<file path="src/rtl/seg_pkg.sv">
// Shared constants for the seven-segment scan display.
// Hex glyph table, source-select encodings and blank levels.
package seg_pkg;

    typedef enum logic [1:0] {
        SEL_LED    = 2'd0,
        SEL_ALL    = 2'd1,
        SEL_BRANCH = 2'd2,
        SEL_JMP    = 2'd3
    } sel_e;

    localparam logic [7:0] SEG_OFF = 8'hFF;
    localparam logic [7:0] AN_OFF  = 8'hFF;

    // Active-low g..a patterns, entry n is the glyph for hex digit n.
    localparam logic [15:0][6:0] HEX_SEG = {
        7'h0E, 7'h06, 7'h21, 7'h46,
        7'h03, 7'h08, 7'h10, 7'h00,
        7'h78, 7'h02, 7'h12, 7'h19,
        7'h30, 7'h24, 7'h79, 7'h40
    };

endpackage

</file>
<file path="src/rtl/seg_hex_decode.sv">
// Nibble to active-low seven-segment glyph (g..a).
module seg_hex_decode
    import seg_pkg::*;
(
    input  logic [3:0] nib,
    output logic [6:0] seg7
);

    always_comb begin
        seg7 = HEX_SEG[nib];
    end

endmodule

</file>
<file path="src/rtl/seg_scan_display.sv">
// 8-digit multiplexed hex display with per-frame snapshot.
// Define SEG_BLANK_EN to blank leading zero digits.
module seg_scan_display
    import seg_pkg::*;
#(
    parameter int DIV_WIDTH = 17
) (
    input  logic        clk,
    input  logic        clr_n,
    input  logic [1:0]  sel,
    input  logic [31:0] leddata,
    input  logic [31:0] count_all,
    input  logic [31:0] count_branch,
    input  logic [31:0] count_jmp,
    output logic [7:0]  an,
    output logic [7:0]  seg,
    output logic        frame_tick
);

    logic [DIV_WIDTH-1:0] pre_q, pre_d;
    logic [2:0]           idx_q, idx_d;
    logic [31:0]          snap_q, snap_d;
    logic [1:0]           snap_sel_q, snap_sel_d;
    logic [7:0]           an_q, an_d;
    logic [7:0]           seg_q, seg_d;
    logic                 frame_tick_q, frame_tick_d;

    logic        tick;
    logic        load;
    logic [31:0] src;
    logic [3:0]  nib;
    logic [6:0]  seg7;
    logic        blank;
    logic        dp_n;

    always_comb begin
        src = leddata;
        unique case (sel_e'(sel))
            SEL_LED:    src = leddata;
            SEL_ALL:    src = count_all;
            SEL_BRANCH: src = count_branch;
            SEL_JMP:    src = count_jmp;
        endcase
    end

    always_comb begin
        tick       = &pre_q;
        load       = tick && (idx_q == 3'd7);
        pre_d      = pre_q + DIV_WIDTH'(1);
        idx_d      = tick ? idx_q + 3'd1 : idx_q;
        snap_d     = load ? src : snap_q;
        snap_sel_d = load ? sel : snap_sel_q;
    end

    // Outputs are built from the next-state index and snapshot so the
    // first digit of a new frame already shows the fresh value.
    always_comb begin
        nib = snap_d[{idx_d, 2'b00} +: 4];
`ifdef SEG_BLANK_EN
        blank = (idx_d != 3'd0)
             && ((snap_d >> {idx_d, 2'b00}) == 32'd0);
`else
        blank = 1'b0;
`endif
        dp_n = !((idx_d == 3'd7) && (snap_sel_d != SEL_LED));
    end

    seg_hex_decode u_dec (
        .nib  (nib),
        .seg7 (seg7)
    );

    always_comb begin
        an_d         = an_q;
        seg_d        = seg_q;
        frame_tick_d = load;
        if (tick) begin
            an_d  = ~(8'd1 << idx_d);
            seg_d = {dp_n, blank ? 7'h7F : seg7};
        end
    end

    always_ff @(posedge clk or negedge clr_n) begin
        if (!clr_n) begin
            pre_q        <= '0;
            idx_q        <= 3'd7;
            snap_q       <= '0;
            snap_sel_q   <= SEL_LED;
            an_q         <= AN_OFF;
            seg_q        <= SEG_OFF;
            frame_tick_q <= 1'b0;
        end else begin
            pre_q        <= pre_d;
            idx_q        <= idx_d;
            snap_q       <= snap_d;
            snap_sel_q   <= snap_sel_d;
            an_q         <= an_d;
            seg_q        <= seg_d;
            frame_tick_q <= frame_tick_d;
        end
    end

    assign an         = an_q;
    assign seg        = seg_q;
    assign frame_tick = frame_tick_q;

endmodule

</file>
<file path="config.mk">
export PLATFORM = sky130hd
export DESIGN_NAME = seg_scan_display
export DESIGN_NICKNAME = d
export VERILOG_FILES = /design/src/rtl/seg_pkg.sv /design/src/rtl/seg_hex_decode.sv /design/src/rtl/seg_scan_display.sv
export SDC_FILE = /design/constraint.sdc
export NUM_CORES = 1
export LEC_CHECK = 0
export BUFFER_PORTS_ARGS = -buffer_cell sky130_fd_sc_hd__clkbuf_2
export CAP_MARGIN = 20
export CORE_UTILIZATION = 55
export DETAILED_ROUTE_END_ITERATION = 6
export GPL_ROUTABILITY_DRIVEN = 0
export PLACE_DENSITY = 0.93
export SETUP_SLACK_MARGIN = 0.02
export SYNTH_ARGS = -nofsm -noshare
export SYNTH_HDL_FRONTEND = slang
export SYNTH_SLANG_ARGS = --single-unit
</file>
<file path="constraint.sdc">
create_clock -name clk -period 7.7 [get_ports clk]
set_input_delay 0.77 -clock clk [delete_from_list [all_inputs] [get_ports clk]]
set_output_delay 0.77 -clock clk [all_outputs]
set_load 0.01 [all_outputs]
</file>
# [After elaboration in Yosys (flattened, before gate mapping)]
# Memory sizes are Yosys's and may differ from the RTL's. A register that Yosys moved wholly into a read port is not among the register bits.
# Index checks and enable logic that the tools add are counted.
[totals] word_cells=31 n_memories=1 input_bits=132 mem_bits_ro=112 register_bits=71 out_inout_bits=17
[op_classes] n_bitwise=1 n_addsub=2 muxes=5 n_eq_ne=5 magnitude_cmp=1 shifts=2 reduce_logical=7
[memory_table] name="(no name shown)" words=16 word_bits=7 rd=1 rd_clocked_by_memory_dff=1 wr=0 line="seg_hex_decode.sv:10" source="seg7 = HEX_SEG[nib];"
[ops] cell="32-bit one-hot mux with 4 select lines" count=1
[ops] cell="32-bit two-way mux" count=1
[ops] cell="32-bit by 6-bit indexed part select with 4-bit output" count=1
[ops] cell="17-bit by 1-bit adder with 17-bit output, second input constant" count=1
[ops] cell="17-bit AND reduction" count=1
[ops] cell="8-bit inverter" count=1
[ops] cell="1-bit by 3-bit << shifter with 8-bit output, first input constant" count=1
[ops] cell="7-bit two-way mux" count=1
[ops] cell="3-bit == test, second input constant" count=2
[ops] cell="4-bit by 5-bit less-than comparator with 1-bit output, second input constant" count=1
[ops] cell="2-bit == test, second input constant" count=2
[ops] cell="3-bit by 1-bit adder with 3-bit output, second input constant" count=1
[ops] cell="3-bit two-way mux" count=1
[ops] cell="2-bit by 1-bit == test with 1-bit output, second input constant" count=1
[ops] cell="1-bit logical AND" count=2
[ops] cell="1-bit logical NOT" count=2
[ops] cell="2-bit logical NOT" count=1
[ops] cell="2-bit two-way mux" count=1
[ops] cell="2-bit nonzero test" count=1

# [Depth between registers and ports, before layout]
# Gate-level depths: netlist of the first run.
[depth] word_depth=6 depth_mapped=20 mapped_depth_nobuf=16

# [Hierarchy]
# From an unflattened synthesis of the first run, not the netlist that was laid out.
[hier_totals] cells_unflattened=344 area_unflattened_um2=4404.2
[modules_own_cells] module="seg_scan_display" instances=1 area_per_inst_um2=4129.0 cells_per_inst=312 seq_area_each_um2=1800.5
[modules_own_cells] module="seg_hex_decode" instances=1 area_per_inst_um2=275.3 cells_per_inst=32 seq_area_each_um2=0.0

# [Worst setup path after synthesis of the first run]
# Ideal clock, no wire load.
[synth_path] path_kind="register to register" startpoint="register pre_q[0]" endpoint="register seg_q[6], in the netlist seg[6]" stages_incl_launch_ff=19 arrival_ps=3641 n_path_buf=3 path_slack_ps=3991 t_required_ps=7632 setup_time_ps=68 period_less_slack_ps=3709 path_cell_list="dfrtp_1 > ha_1 > and3_1 > clkbuf_1 > nand2_1 > nor3_1 > ha_1 > buf_2 > mux2i_4 > clkinv_1 > nand3_1 > o22ai_1 > or4_1 > clkbuf_1 > inv_1 > ha_1 > mux2i_1 > mux2_2 > a21oi_2"
[synth_via] word_cells_on_any_way=5 cone_classes="1 x shift; 2 x mux; 2 x reduce/logical"
[synth_rtl] item="from (decl)" line="seg_scan_display.sv:20" source="logic [DIV_WIDTH-1:0] pre_q, pre_d;"
[synth_rtl] item="from (signal assigned)" line="seg_scan_display.sv:93" source="pre_q <= pre_d;"
[synth_rtl] item="17-bit AND reduction" line="seg_scan_display.sv:47" source="tick = &pre_q;"
[synth_rtl] item="3-bit two-way mux" line="seg_scan_display.sv:50" source="idx_d = tick ? idx_q + 3'd1 : idx_q;"
[synth_rtl] item="via idx_d[2]" line="seg_scan_display.sv:21" source="logic [2:0] idx_q, idx_d;"
[synth_rtl] item="32-bit by 6-bit indexed part select with 4-bit output" line="seg_scan_display.sv:58" source="nib = snap_d[{idx_d, 2'b00} +: 4];"
[synth_rtl] item="to (decl)" line="seg_scan_display.sv:25" source="logic [7:0] seg_q, seg_d;"
# The timed path passes the listed nets, and every way through them passes these cells.
# A chain may end at the register's enable or synchronous reset.

# [Worst setup path in the final report of the first run]
# Same ends and word-level chain as after synthesis.

==> results.rst, run 1 <==
.. list-table::
   :header-rows: 1

   * - Metric
     - Value
   * - Maximum number of pins on one net before global-route repair
     - 72
   * - TritonCTS clock tree
     - built
   * - Worst hold stages
     - 1
   * - Crit. End Element
     - flop
   * - Half-perimeter wire length after detailed placement
     - 7900 µm
   * - GRT Residual Overflow
     - 0
   * - Number of maximum-capacitance violations
     - 0
   * - Number of buffers on the longest clock path
     - 2
   * - Overall track demand over capacity in global routing
     - 27.7%
   * - Result of the run
     - finished, final reports clean
   * - Max transition margin
     - 32.6%
   * - Die area
     - 8110 µm²
   * - CTS Hold Bufs
     - 0
   * - Std-Cell Core Area
     - 7370 µm²
   * - Global-route wire length before repair
     - 17600 µm
   * - Area of the multi-input gates
     - 2280 µm²
   * - Flop-to-flop setup slack
     - 2.87 ns
   * - # IOs
     - 149
   * - Utilization of the core after routing
     - 70.8%
   * - ANT nets after route
     - 0
   * - Clock insertion delay at the later pin of the skew report
     - 0.34 ns
   * - Antenna violations before repair
     - 0
   * - Number of antenna diodes
     - 0
   * - Worst IR drop on VDD
     - 70.5 µV
   * - Worst slack at placement
     - 3.03 ns
   * - Setup crit start kind
     - flop
   * - Timing-limited maximum frequency
     - 207 MHz
   * - Number of sinks driven by the clock tree
     - 71
   * - Total detailed-routing wirelength
     - 10600 µm
   * - Average vias per placed instance
     - 5.94
   * - Worst hold slack
     - 0.472 ns
   * - DIE HEIGHT
     - 90.1 µm
   * - Cell at the root of the clock tree
     - sky130_fd_sc_hd__clkbuf_8
   * - Period utilisation layout
     - 62.7%
   * - Post-synth EDFFs
     - 0
   * - DP Area
     - 5030 µm²
   * - Instance count of the mapped netlist
     - 368
   * - Warnings from Yosys
     - 0
   * - Area growth from synthesis to layout
     - 22.4%
   * - Number of placed instances with taps included
     - 594
   * - Unrepaired setup endpoints after global routing
     - false
   * - Worst path arrival time
     - 5.10 ns
   * - Non-Filler Instances
     - 610
   * - Met2 usage in global routing
     - 45.5%
   * - Net count after synthesis
     - 510
   * - Clock-pin slew on the worst setup and hold paths
     - 0.07 ns
   * - Cell taking the most area after synthesis
     - sky130_fd_sc_hd__dfrtp_1
   * - Min-delay worst type
     - flop to flop
   * - Time the worst path needs with I/O delays and setup
     - 4.83 ns
   * - Leading cell types by total area after synthesis
     - sky130_fd_sc_hd__dfrtp_1 31%, sky130_fd_sc_hd__mux4_2 16%, sky130_fd_sc_hd__dfstp_2 12%
   * - Cell leakage power
     - 2.56 nW
   * - First drt pass iteration count
     - 5
   * - Via count
     - 3624
   * - # fillers
     - 526
   * - Power consumption
     - 0.743 mW
   * - Most frequent standard cell in the layout excluding fill and tap cells
     - sky130_fd_sc_hd__clkbuf_2
   * - Portion of synthesized cell area occupied by the leading cell type
     - 30.5%
   * - Sequential fraction of the synthesis area
     - 42.2%
   * - Setup fix buffers added after clock tree synthesis
     - 0
   * - Buffers on Ports
     - 148
   * - Number of global-route vias before repair
     - 3803
   * - Hold Violations, Final
     - 0
   * - Clock buffers created by TritonCTS
     - 9
   * - Average wire per standard cell
     - 17.4 µm
   * - Critical path type
     - flop to flop
   * - Post_cts resized
     - 0
   * - Post-route DRC violation count
     - 0
   * - M1 GR Usage
     - 33.8%
   * - Total power per unit cell area
     - 142 nW/µm²
   * - Required time at the endpoint of the critical path
     - 7.97 ns
   * - DRC violation total after the first TritonRoute iteration
     - 252
   * - Mean instance size in the synthesized netlist
     - 11.6 µm²
   * - Reg area
     - 1800 µm²
   * - Routing layer with the top usage in global route
     - met2
   * - CTS H-tree depth
     - 3
   * - Number of max-slew violations in the final report
     - 0
   * - #FFs+latches synth
     - 71
   * - Distinct cells, synth
     - 50
   * - Max FO, Critical Path
     - 42
   * - Die width
     - 90.1 µm
   * - Synthesized cell area
     - 4260 µm²
   * - Final setup violation count
     - 0
   * - Commonest cells after routing, fill and taps aside
     - 147 x sky130_fd_sc_hd__clkbuf_2, 52 x sky130_fd_sc_hd__dfrtp_1, 50 x sky130_fd_sc_hd__nand2_1
   * - Clock tree skew after final layout
     - 0.00671 ns
   * - Final critical-path setup slack
     - 2.87 ns
   * - Main synth FF type
     - sky130_fd_sc_hd__dfrtp_1
   * - Aggregate negative setup slack
     - 0 ns
   * - Final Instance Area
     - 5220 µm²
   * - Number of cells on the worst reg-to-reg path
     - 16
   * - Measured slew at the worst slew-check pin
     - 0.983 ns
   * - Post-layout net count
     - 648
   * - Fraction of layout instances using a drive strength above 1
     - 47.7%
   * - Share of flip-flops with an asynchronous set or reset
     - 100%
   * - Met3 layer usage reported by global route
     - 5.41%
   * - Placement row count
     - 31
   * - Initial core utilization
     - 57.9%
## report_power, final
| part | switching, mW | internal, mW | total, mW | leakage (nW) |
|---|---|---|---|---|
| clock | 0.132 | 0.153 | 0.285 | 0.0970 |
| sequential | 0 | 0.373 | 0.373 | 0.836 |
| combinational | 0.0336 | 0.0510 | 0.0846 | 1.63 |
## cell usage after synthesis, types with 2 or more instances
cell / n
sky130_fd_sc_hd__mux4_1: 2
sky130_fd_sc_hd__dfrtp_1: 52
sky130_fd_sc_hd__buf_2: 9
sky130_fd_sc_hd__a31oi_1: 6
sky130_fd_sc_hd__nor2_1: 23
sky130_fd_sc_hd__o2bb2ai_1: 2
sky130_fd_sc_hd__nand2b_1: 2
sky130_fd_sc_hd__xnor2_1: 11
sky130_fd_sc_hd__buf_4: 3
sky130_fd_sc_hd__mux2i_1: 13
sky130_fd_sc_hd__nor2b_1: 3
sky130_fd_sc_hd__a41oi_1: 2
sky130_fd_sc_hd__xor2_1: 5
sky130_fd_sc_hd__nand2_1: 50
sky130_fd_sc_hd__o22ai_1: 8
sky130_fd_sc_hd__nor3_1: 3
sky130_fd_sc_hd__mux4_2: 30
sky130_fd_sc_hd__and3b_1: 3
sky130_fd_sc_hd__a221o_1: 3
sky130_fd_sc_hd__a311oi_1: 5
sky130_fd_sc_hd__clkbuf_1: 11
sky130_fd_sc_hd__ha_1: 10
sky130_fd_sc_hd__or4_1: 2
sky130_fd_sc_hd__and3_1: 4
sky130_fd_sc_hd__inv_1: 11
sky130_fd_sc_hd__o21ai_0: 5
sky130_fd_sc_hd__dfstp_2: 19
sky130_fd_sc_hd__a21oi_1: 7
sky130_fd_sc_hd__nand3_1: 22
sky130_fd_sc_hd__mux2_2: 22
## final cells by class
cell class              count  area share, %
multi-input cells         258           43.6
well taps                  99           2.37
repair buffers            153           14.9
clock buffers              16           3.65
inverters                  13          0.935
flip-flops and latches     71           34.5
## final timing paths
| path | startpoint | end |
|---|---|---|
| min | pre_q[4] | pre_q[4] |
| min reg2reg | pre_q[4] | pre_q[4] |
| min in group asynchronous | clr_n | snap_q[7] |
| max reg2reg | pre_q[0] | seg[6] |
| max | pre_q[0] | seg[6] |
| max in group asynchronous | clr_n | snap_q[2] |
## layer usage
metal | up-vias | routed length, µm
li1 | 1628 | -
met1 | 1759 | 4200
met2 | 203 | 5380
met3 | 34 | 684
met4 | 0 | 358
met5 | - | 0
## state kept, by name (all words and copies together), names as in the netlist
register    cells
snap_q         32
pre_q          17
an              8
seg             8
idx_q           3
snap_sel_q      2
frame_tick      1
## critical path, cell delays in order (launching register included)
cell and delay [ns]:
sky130_fd_sc_hd__dfrtp_1 0.41, sky130_fd_sc_hd__ha_1 0.24, sky130_fd_sc_hd__and3_1 0.28, sky130_fd_sc_hd__nand2_1 0.10
sky130_fd_sc_hd__nor3_1 0.22, sky130_fd_sc_hd__ha_1 0.18, sky130_fd_sc_hd__buf_4 0.38, sky130_fd_sc_hd__mux2i_1 0.87
sky130_fd_sc_hd__inv_2 0.24, sky130_fd_sc_hd__nand3_1 0.22, sky130_fd_sc_hd__o22ai_1 0.12, sky130_fd_sc_hd__or4_1 0.56
sky130_fd_sc_hd__inv_1 0.18, sky130_fd_sc_hd__ha_1 0.22, sky130_fd_sc_hd__mux2i_1 0.08, sky130_fd_sc_hd__mux2_2 0.30
sky130_fd_sc_hd__a21oi_2 0.14
## kinds of logic after synthesis
logic type	after synthesis	synth area share, %
xor gates and xnor gates	16	3.29
AOI/OAI and AO/OA	45	7.69
and+or+nand+nor	118	12.6
muxes	69	26.8
adders and majority gates	10	2.93
DFF	71	42.2
buffers and inverters	39	4.40
(Power assumes the default switching activity.)
==> run 2, diff against run 1 <==
Settings changed: CORE_UTILIZATION 55 to 51, PLACE_DENSITY 0.93 to 0.87.
Clock period 7.7 ns to 4.55 ns, I/O delays scaled along.
==> run 2 against run 1 <==
  * Final area up 0.91%
  * Sequential share of layout area down 0.31 points
  * Non-clock buffer count increased by 6
  * Final cell count is 1.5% higher
  * Clock-buffer cell count down 2
  * Combinational power up 68%
  * Register-to-register slack worse by 2.4 ns
  * Fmax rose by 18%
  * Clock skew up 0.0032 ns
  * Clock power is 64% higher
  * Via count down 2.3%
  * Power up 67%
  * Critical endpoint is now seg[3]
  * Highest routed layer unchanged
==> results.rst, run 2 (synthesis gave the netlist of run 1 again) <==
.. list-table::
   :header-rows: 1

   * - Metric
     - Value
   * - Buffers on Ports
     - 148 (unchanged)
   * - Antenna violations before repair
     - 0 (unchanged)
   * - Half-perimeter wire length after detailed placement
     - 8040 µm (+1.8%)
   * - First drt pass iteration count
     - 4 (-1)
   * - Average vias per placed instance
     - 5.72 (-3.8%)
   * - Switching pwr
     - 0.278 mW (+68%)
   * - Met2 usage in global routing
     - 43.1% (-2.5 points)
   * - Routing layer with the top usage in global route
     - met2
   * - Die area
     - 8730 µm² (+7.7%)
   * - Most common cell on crit path
     - sky130_fd_sc_hd__ha_1
   * - Switching part of the total
     - 22.4% (+0.15 points)
   * - Post-route DRC violation count
     - 0 (unchanged)
   * - CTS H-tree depth
     - 3 (unchanged)
   * - DRC violation total after the first TritonRoute iteration
     - 179 (-29%)
   * - # IOs
     - 149 (unchanged)
   * - Std-Cell Core Area
     - 7890 µm² (+7.0%)
   * - TritonCTS clock tree
     - built
   * - Clock insertion delay at the later pin of the skew report
     - 0.34 ns (about the same)
   * - Number of maximum-capacitance violations
     - 0 (unchanged)
   * - Average wire per standard cell
     - 16.5 µm (-5.1%)
   * - Number of antenna diodes
     - 0 (unchanged)
   * - Setup crit start kind
     - flop
   * - Logic gate share of total power
     - 11.4% (about the same)
   * - Flop-to-flop setup slack
     - 0.48 ns (-2.40 ns)
   * - Crit. End Element
     - flop
   * - CTS Hold Bufs
     - 0 (unchanged)
   * - Series of cell instances along the critical path
     - ha_1 > and3_1 > nand2_1 > nor3_1 > ha_2 > mux2i_4 > clkinv_1 > nand3_1 > o22ai_1 > or4_1 > ha_1 > nor3b_1 > mux2i_1 > o211ai_1
   * - Fraction of power consumed by the clock network
     - 37.6% (-0.7 points)
   * - Power Internal
     - 0.962 mW (+67%)
   * - Clock buffers created by TritonCTS
     - 9 (unchanged)
   * - Unrepaired setup endpoints after global routing
     - false
   * - Max transition margin
     - 42.7% (+10 points)
   * - Placement row count
     - 32 (+3.2%)
   * - Max FO, Critical Path
     - 10 (-76%)
   * - Via count
     - 3539 (-2.3%)
   * - Area growth from synthesis to layout
     - 23.5%
   * - Worst IR drop on VDD
     - 118 µV (+68%)
   * - M1 GR Usage
     - 33.4% (-0.38 points)
   * - Measured slew at the worst slew-check pin
     - 0.860 ns (-0.123 ns)
   * - Number of buffers on the longest clock path
     - 2 (unchanged)
   * - Fraction of layout instances using a drive strength above 1
     - 48.7% (+0.99 points)
   * - Cell family contributing the most delay on the critical path
     - simple AND/OR/NAND/NOR gates
   * - DP Area
     - 5080 µm² (+0.97%)
   * - Clock tree skew after final layout
     - 0.00991 ns (+0.00319 ns)
   * - Met3 layer usage reported by global route
     - 5.69% (+0.28 points)
   * - Number of sinks driven by the clock tree
     - 71 (unchanged)
   * - Reg area
     - 1800 µm² (unchanged)
   * - Global-route wire length before repair
     - 17300 µm (-1.5%)
   * - Proportion of power drawn by flip-flops and latches
     - 51.0% (+0.7 points)
   * - Most frequent standard cell in the layout excluding fill and tap cells
     - sky130_fd_sc_hd__clkbuf_2
   * - Final Instance Area
     - 5270 µm² (+0.91%)
   * - Final setup violation count
     - 0 (unchanged)
   * - Largest registers
     - snap_q x32, pre_q x17
   * - GRT Residual Overflow
     - 0 (unchanged)
   * - Min-delay worst type
     - primary input to asynchronous set/reset pin
   * - Hold Violations, Final
     - 0 (unchanged)
   * - # fillers
     - 575 (+9.3%)
   * - Worst hold slack
     - 0.316 ns (-0.155 ns)
   * - Largest stage delay on the critical path
     - 0.69 ns (-0.18 ns)
   * - Number of max-slew violations in the final report
     - 0 (unchanged)
   * - Area of the multi-input gates
     - 2280 µm² (+0.11%)
   * - Commonest cells after routing, fill and taps aside
     - 147 x sky130_fd_sc_hd__clkbuf_2, 52 x sky130_fd_sc_hd__dfrtp_1, 50 x sky130_fd_sc_hd__nand2_1
   * - Maximum number of pins on one net before global-route repair
     - 72 (unchanged)
   * - Critical-path top delay cell
     - sky130_fd_sc_hd__or4_1
   * - Utilization of the core after routing
     - 66.8% (-4.0 points)
   * - Period utilisation layout
     - 89.5% (+27 points)
   * - Result of the run
     - finished, final reports clean
   * - Cell at the root of the clock tree
     - sky130_fd_sc_hd__clkbuf_8
   * - Clock-pin slew on the worst setup and hold paths
     - 0.07 ns (about the same)
   * - Overall track demand over capacity in global routing
     - 26.0% (-1.7 points)
   * - Worst path arrival time
     - 4.34 ns (-0.76 ns)
   * - Cell leakage power
     - 2.58 nW (+0.91%)
   * - Required time at the endpoint of the critical path
     - 4.81 ns (-3.16 ns)
   * - Critical path type
     - flop to flop
   * - Number of flip-flops under the largest register name
     - 32 (unchanged)
   * - Initial core utilization
     - 54.1% (-3.8 points)
   * - Bufs and invs on worst path
     - 1 (-2)
   * - ANT nets after route
     - 0 (unchanged)
   * - Total power per unit cell area
     - 235 nW/µm² (+65%)
   * - Power consumption
     - 1.24 mW (+67%)
   * - Time the worst path needs with I/O delays and setup
     - 4.07 ns (-0.754 ns)
   * - Die width
     - 93.4 µm (+3.8%)
   * - Post-layout net count
     - 654 (+0.93%)
   * - DIE HEIGHT
     - 93.4 µm (+3.8%)
   * - Register with the most flip-flops
     - snap_q
   * - Timing-limited maximum frequency
     - 245 MHz (+18%)
   * - Number of global-route vias before repair
     - 3652 (-4.0%)
   * - Total detailed-routing wirelength
     - 10200 µm (-3.7%)
   * - Aggregate negative setup slack
     - 0 ns (unchanged)
   * - Setup fix buffers added after clock tree synthesis
     - 0 (unchanged)
[run 2: what timing repair did]
action                                  in CTS  in global routing
endpoints found under the setup margin       0                  4
endpoints found under the hold margin        0                  0
gates resized for setup                      0                  1
[run 2: cell type report]
cell class              instances  share of cell area, %
multi-input cells             258                   43.3
repair buffers                159                   15.6
clock inverters                 2                  0.261
flip-flops and latches         71                   34.2
well taps                     102                   2.42
inverters                      13                  0.927
clock buffers                  14                   3.28
[run 2: worst paths after layout]
path,to,from,cells after the start
worst max-delay path,seg[3],pre_q[0],14
worst min-delay path,pre_q[8],clr_n,2
worst max register to register,seg[3],pre_q[0],14
worst min register to register,pre_q[4],pre_q[4],1
max in group asynchronous,snap_q[9],clr_n,2
min in group clk,pre_q[4],pre_q[4],1
[run 2: metal layers]
layer  vias up  routed length, µm
li1       1636                  -
met1      1752               4130
met2       132               5320
met3        19                578
met4         0                207
met5         -                  0
[run 2: metrics by stage]
stage	instances	setup slack [ns]
after CTS	619	0.334
after floorplan	368	0.841
after detailed placement	603	0.357
after global placement	603	0.565
final	619	0.476
after global routing	619	0.0929
[run 2: power groups by stage]
| stage | Sequential [mW] | Clock (mW) | Combinational [mW] |
|---|---|---|---|
| 2_1_floorplan | 0.643 | 0 | 0.0680 |
| 3_3_place_gp | 0.643 | 0 | 0.138 |
| 3_5_place_dp | 0.643 | 0 | 0.143 |
| 4_1_cts | 0.632 | 0.473 | 0.144 |
| 5_1_grt | 0.631 | 0.502 | 0.156 |
| 6_report | 0.632 | 0.466 | 0.142 |
==> run 3, diff against run 2 <==
Settings changed: CORE_UTILIZATION 51 to 55, PLACE_DENSITY 0.87 to 0.92, SYNTH_HIERARCHICAL set to 1.
Clock period 4.55 ns to 4.8 ns, I/O delays scaled along.
==> run 3 against run 2 <==
  * Via count increased by 1.2%
  * Fmax shrank 9.6%
  * Clock-buffer cell count fell by 3
  * Power decreased by 1.4%
  * Clock power increased by 4.3%
  * Final cell count shrank 3.4%
  * Combinational power fell by 4%
  * First-iteration DRC count increased by 40%
  * Sequential share of layout area down 0.88 points
  * Final area increased by 2.6%
  * Highest routed layer unchanged
==> results.rst, run 3 <==
.. list-table::
   :header-rows: 1

   * - Metric
     - Value
   * - GRT Residual Overflow
     - 0 (unchanged)
   * - Series of cell instances along the critical path
     - ha_1 > and3_1 > nand4_1 > nor3_1 > ha_1 > buf_4 > nand2b_1 > o22ai_1 > a221o_1 > a211oi_2 > a31oi_1 > inv_1 > ha_1 > inv_1 > mux4_1 > mux2_2
   * - Clock insertion delay at the later pin of the skew report
     - 0.34 ns (about the same)
   * - Critical-path top delay cell
     - sky130_fd_sc_hd__a31oi_1
   * - # IOs
     - 149 (unchanged)
   * - Global-route wire length before repair
     - 17500 µm (+0.76%)
   * - Placement row count
     - 32 (unchanged)
   * - Instance count of the mapped netlist
     - 344 (-6.5%)
   * - Clock buffers created by TritonCTS
     - 9 (unchanged)
   * - Overall track demand over capacity in global routing
     - 27.0% (+1.0 points)
   * - Main synth FF type
     - sky130_fd_sc_hd__dfrtp_1
   * - Number of buffers on the longest clock path
     - 2 (unchanged)
   * - Cell at the root of the clock tree
     - sky130_fd_sc_hd__clkbuf_8
   * - Switching pwr
     - 0.274 mW (-1.5%)
   * - Worst hold slack
     - 0.343 ns (+0.0273 ns)
   * - Antenna violations before repair
     - 0 (unchanged)
   * - Power Internal
     - 0.949 mW (-1.4%)
   * - Power consumption
     - 1.22 mW (-1.4%)
   * - Worst IR drop on VDD
     - 137 µV (+16%)
   * - Average vias per placed instance
     - 5.99 (+4.7%)
   * - Number of max-slew violations in the final report
     - 0 (unchanged)
   * - Worst path arrival time
     - 4.78 ns (+0.44 ns)
   * - CTS H-tree depth
     - 3 (unchanged)
   * - Result of the run
     - finished, final reports clean
   * - Final critical-path setup slack
     - 0.293 ns (-0.183 ns)
   * - Cell family contributing the most delay on the critical path
     - compound AO/OA/AOI/OAI gates
   * - Setup fix buffers added after clock tree synthesis
     - 0 (unchanged)
   * - Warnings from Yosys
     - 6 (+6)
   * - Synthesized cell area
     - 4400 µm² (+3.3%)
   * - Logic gate share of total power
     - 11.2% (-0.2 points)
   * - Most frequent standard cell in the layout excluding fill and tap cells
     - sky130_fd_sc_hd__clkbuf_2
   * - Total power per unit cell area
     - 226 nW/µm² (-3.9%)
   * - Sequential fraction of the synthesis area
     - 40.9% (-1.3 points)
   * - Clock-pin slew on the worst setup and hold paths
     - 0.08 ns (about the same)
   * - Aggregate negative setup slack
     - 0 ns (unchanged)
   * - Via count
     - 3580 (+1.2%)
   * - Mean instance size in the synthesized netlist
     - 12.8 µm² (+10%)
   * - Measured slew at the worst slew-check pin
     - 0.920 ns (+0.0599 ns)
   * - Maximum number of pins on one net before global-route repair
     - 72 (unchanged)
   * - Period utilisation layout
     - 93.9% (+4.4 points)
   * - Max FO, Critical Path
     - 11 (+1)
   * - Share of flip-flops with an asynchronous set or reset
     - 100% (unchanged)
   * - Unrepaired setup endpoints after global routing
     - false
   * - #FFs+latches synth
     - 71 (unchanged)
   * - Number of flip-flops under the largest register name
     - 32 (unchanged)
   * - Largest registers
     - snap_q x32, pre_q x17
   * - Average wire per standard cell
     - 18.0 µm (+8.9%)
   * - Post-synth EDFFs
     - 0 (unchanged)
   * - Post-route DRC violation count
     - 0 (unchanged)
   * - First drt pass iteration count
     - 5 (+1)
   * - Number of global-route vias before repair
     - 3675 (+0.63%)
   * - Leading cell types by total area after synthesis
     - sky130_fd_sc_hd__dfrtp_1 30%, sky130_fd_sc_hd__dfstp_2 11%, sky130_fd_sc_hd__mux4_2 11%
   * - Commonest cells after routing, fill and taps aside
     - 147 x sky130_fd_sc_hd__clkbuf_2, 52 x sky130_fd_sc_hd__dfrtp_1, 42 x sky130_fd_sc_hd__mux2_2
   * - Std-Cell Core Area
     - 7730 µm² (-2.0%)
   * - Bufs and invs on worst path
     - 3 (+2)
   * - Total detailed-routing wirelength
     - 10800 µm (+5.2%)
   * - Number of antenna diodes
     - 0 (unchanged)
   * - Worst slack at placement
     - 0.294 ns (-0.0634 ns)
   * - Die area
     - 8370 µm² (-4.1%)
   * - Time the worst path needs with I/O delays and setup
     - 4.51 ns (+0.433 ns)
   * - Cell leakage power
     - 2.61 nW (+1.1%)
   * - ANT nets after route
     - 0 (unchanged)
   * - Cell taking the most area after synthesis
     - sky130_fd_sc_hd__dfrtp_1
   * - Number of maximum-capacitance violations
     - 0 (unchanged)
   * - Area growth from synthesis to layout
     - 22.7%
   * - TritonCTS clock tree
     - built
   * - Switching part of the total
     - 22.4% (about the same)
   * - Crit. End Element
     - flop
   * - Max transition margin
     - 38.7% (-4.0 points)
   * - Number of sinks driven by the clock tree
     - 71 (unchanged)
   * - Net count after synthesis
     - 487 (-4.5%)
   * - DRC violation total after the first TritonRoute iteration
     - 250 (+40%)
   * - Half-perimeter wire length after detailed placement
     - 8130 µm (+1.1%)
   * - Post-layout net count
     - 634 (-3.1%)
   * - DIE HEIGHT
     - 91.5 µm (-2.1%)
   * - Leading cell types by count after synthesis
     - 52 x sky130_fd_sc_hd__dfrtp_1, 42 x sky130_fd_sc_hd__mux2_2, 22 x sky130_fd_sc_hd__mux4_2, 19 x sky130_fd_sc_hd__dfstp_2, 19 x sky130_fd_sc_hd__nor2_1
   * - Utilization of the core after routing
     - 69.9% (+3.2 points)
   * - Min-delay worst type
     - primary input to asynchronous set/reset pin
   * - Buffers on Ports
     - 148 (unchanged)
   * - Fraction of power consumed by the clock network
     - 39.8% (+2.2 points)
   * - Proportion of power drawn by flip-flops and latches
     - 49.0% (-2.0 points)
   * - Fraction of layout instances using a drive strength above 1
     - 53.6% (+4.9 points)
   * - Most common cell on crit path
     - sky130_fd_sc_hd__ha_1
   * - Die width
     - 91.5 µm (-2.1%)
   * - Initial core utilization
     - 57.0% (+2.9 points)
   * - Required time at the endpoint of the critical path
     - 5.07 ns (+0.26 ns)
   * - CTS Hold Bufs
     - 0 (unchanged)
   * - Hold Violations, Final
     - 0 (unchanged)
   * - # fillers
     - 549 (-4.5%)
   * - Largest stage delay on the critical path
     - 0.47 ns (-0.22 ns)
   * - Register with the most flip-flops
     - snap_q
   * - Distinct cells, synth
     - 60 (+20%)
   * - Final setup violation count
     - 0 (unchanged)
   * - Clock tree skew after final layout
     - 0.0106 ns (+0.000712 ns)
   * - Critical path type
     - flop to flop
   * - Setup crit start kind
     - flop
   * - Portion of synthesized cell area occupied by the leading cell type
     - 29.5% (-0.97 points)
   * - Most common cell in the synthesized netlist
     - sky130_fd_sc_hd__dfrtp_1
   * - Timing-limited maximum frequency
     - 222 MHz (-9.6%)
==> run 3: cell types whose count changed after synthesis, moves of 7 or more <==
cell                       previous run  this run
sky130_fd_sc_hd__nand2_1             50        16
sky130_fd_sc_hd__mux4_1               2         9
sky130_fd_sc_hd__mux4_2              30        22
sky130_fd_sc_hd__mux2_2              22        42
sky130_fd_sc_hd__nand3_1             22         6
sky130_fd_sc_hd__clkbuf_1            11         1
==> run 3: path summary, 6_finish.rpt <==
check                          from         to  slack, ns  depth (start not counted)
hold reg to reg            pre_q[5]   pre_q[5]       0.48                          1
min in group clk           pre_q[5]   pre_q[5]       0.48                          1
hold / removal                clr_n   pre_q[8]       0.34                          2
setup reg to reg           pre_q[0]     seg[3]       0.29                         16
setup / recovery           pre_q[0]     seg[3]       0.29                         16
max in group asynchronous     clr_n  snap_q[2]       3.91                          2
==> run 3: layout make-up <==
| cell class | count | area, µm² | share of cell area [%] |
|---|---|---|---|
| Inverter | 13 | 48.8 | 0.903 |
| Sequential cell | 71 | 1800 | 33.3 |
| Timing Repair Buffer | 157 | 821 | 15.2 |
| Clock inverter | 5 | 56.3 | 1.04 |
| Clock buffer | 11 | 151 | 2.80 |
| Tap cell | 102 | 128 | 2.36 |
| Multi-Input combinational cell | 239 | 2400 | 44.4 |
==> run 3: power by group through the flow <==
stage / combinational, mW / sequential, mW / clock [mW]
2_1_floorplan: 0.0657 / 0.610 / 0
3_3_place_gp: 0.133 / 0.610 / 0
3_5_place_dp: 0.137 / 0.610 / 0
4_1_cts: 0.138 / 0.599 / 0.495
5_1_grt: 0.149 / 0.599 / 0.519
6_report: 0.137 / 0.599 / 0.486
==> run 3: cell families (layout without fill, tap and decap cells) <==
| kind of cell | after synthesis | count (layout) | synth area share (%) |
|---|---|---|---|
| multiplexers | 85 | 85 | 30.2 |
| AND/OR/NAND/NOR | 74 | 74 | 8.84 |
| flip-flops | 71 | 71 | 40.9 |
| AO/OA/AOI/OAI | 54 | 54 | 9.06 |
| buffers and inverters | 34 | 186 | 4.77 |
| XOR/XNOR | 15 | 15 | 3.15 |
| adder cells (fa/ha/maj) | 11 | 11 | 3.12 |
==> run 3: repair_timing <==
action	CTS	global route
hold endpoints to repair	0	0
gates resized for setup	0	1
setup endpoints to repair	0	3
==> run 3: stage by stage <==
stage | area, µm² | cells
after floorplan | 4400 | 344
after global placement | 5190 | 582
after detailed placement | 5190 | 582
after CTS | 5400 | 598
after global routing | 5400 | 598
final | 5400 | 598
==> run 3: metal layers <==
metal / GRT usage (%) / vias to the layer above / routed length, µm
li1: - / 1619 / -
met1: 31.2 / 1739 / 4110
met2: 47.2 / 198 / 5550
met3: 7.04 / 24 / 890
met4: 11.2 / 0 / 214
met5: 0 / - / 0
==> run 3: worst register-to-register path: stages (launching register included) <==
cell                       delay (ns)
sky130_fd_sc_hd__dfrtp_1         0.41
sky130_fd_sc_hd__ha_1            0.25
sky130_fd_sc_hd__and3_1          0.19
sky130_fd_sc_hd__nand4_1         0.19
sky130_fd_sc_hd__nor3_1          0.19
sky130_fd_sc_hd__ha_1            0.39
sky130_fd_sc_hd__buf_4           0.24
sky130_fd_sc_hd__nand2b_1        0.11
sky130_fd_sc_hd__o22ai_1         0.28
sky130_fd_sc_hd__a221o_1         0.28
sky130_fd_sc_hd__a211oi_2        0.06
sky130_fd_sc_hd__a31oi_1         0.47
sky130_fd_sc_hd__inv_1           0.24
sky130_fd_sc_hd__ha_1            0.34
sky130_fd_sc_hd__inv_1           0.06
sky130_fd_sc_hd__mux4_1          0.47
sky130_fd_sc_hd__mux2_2          0.28
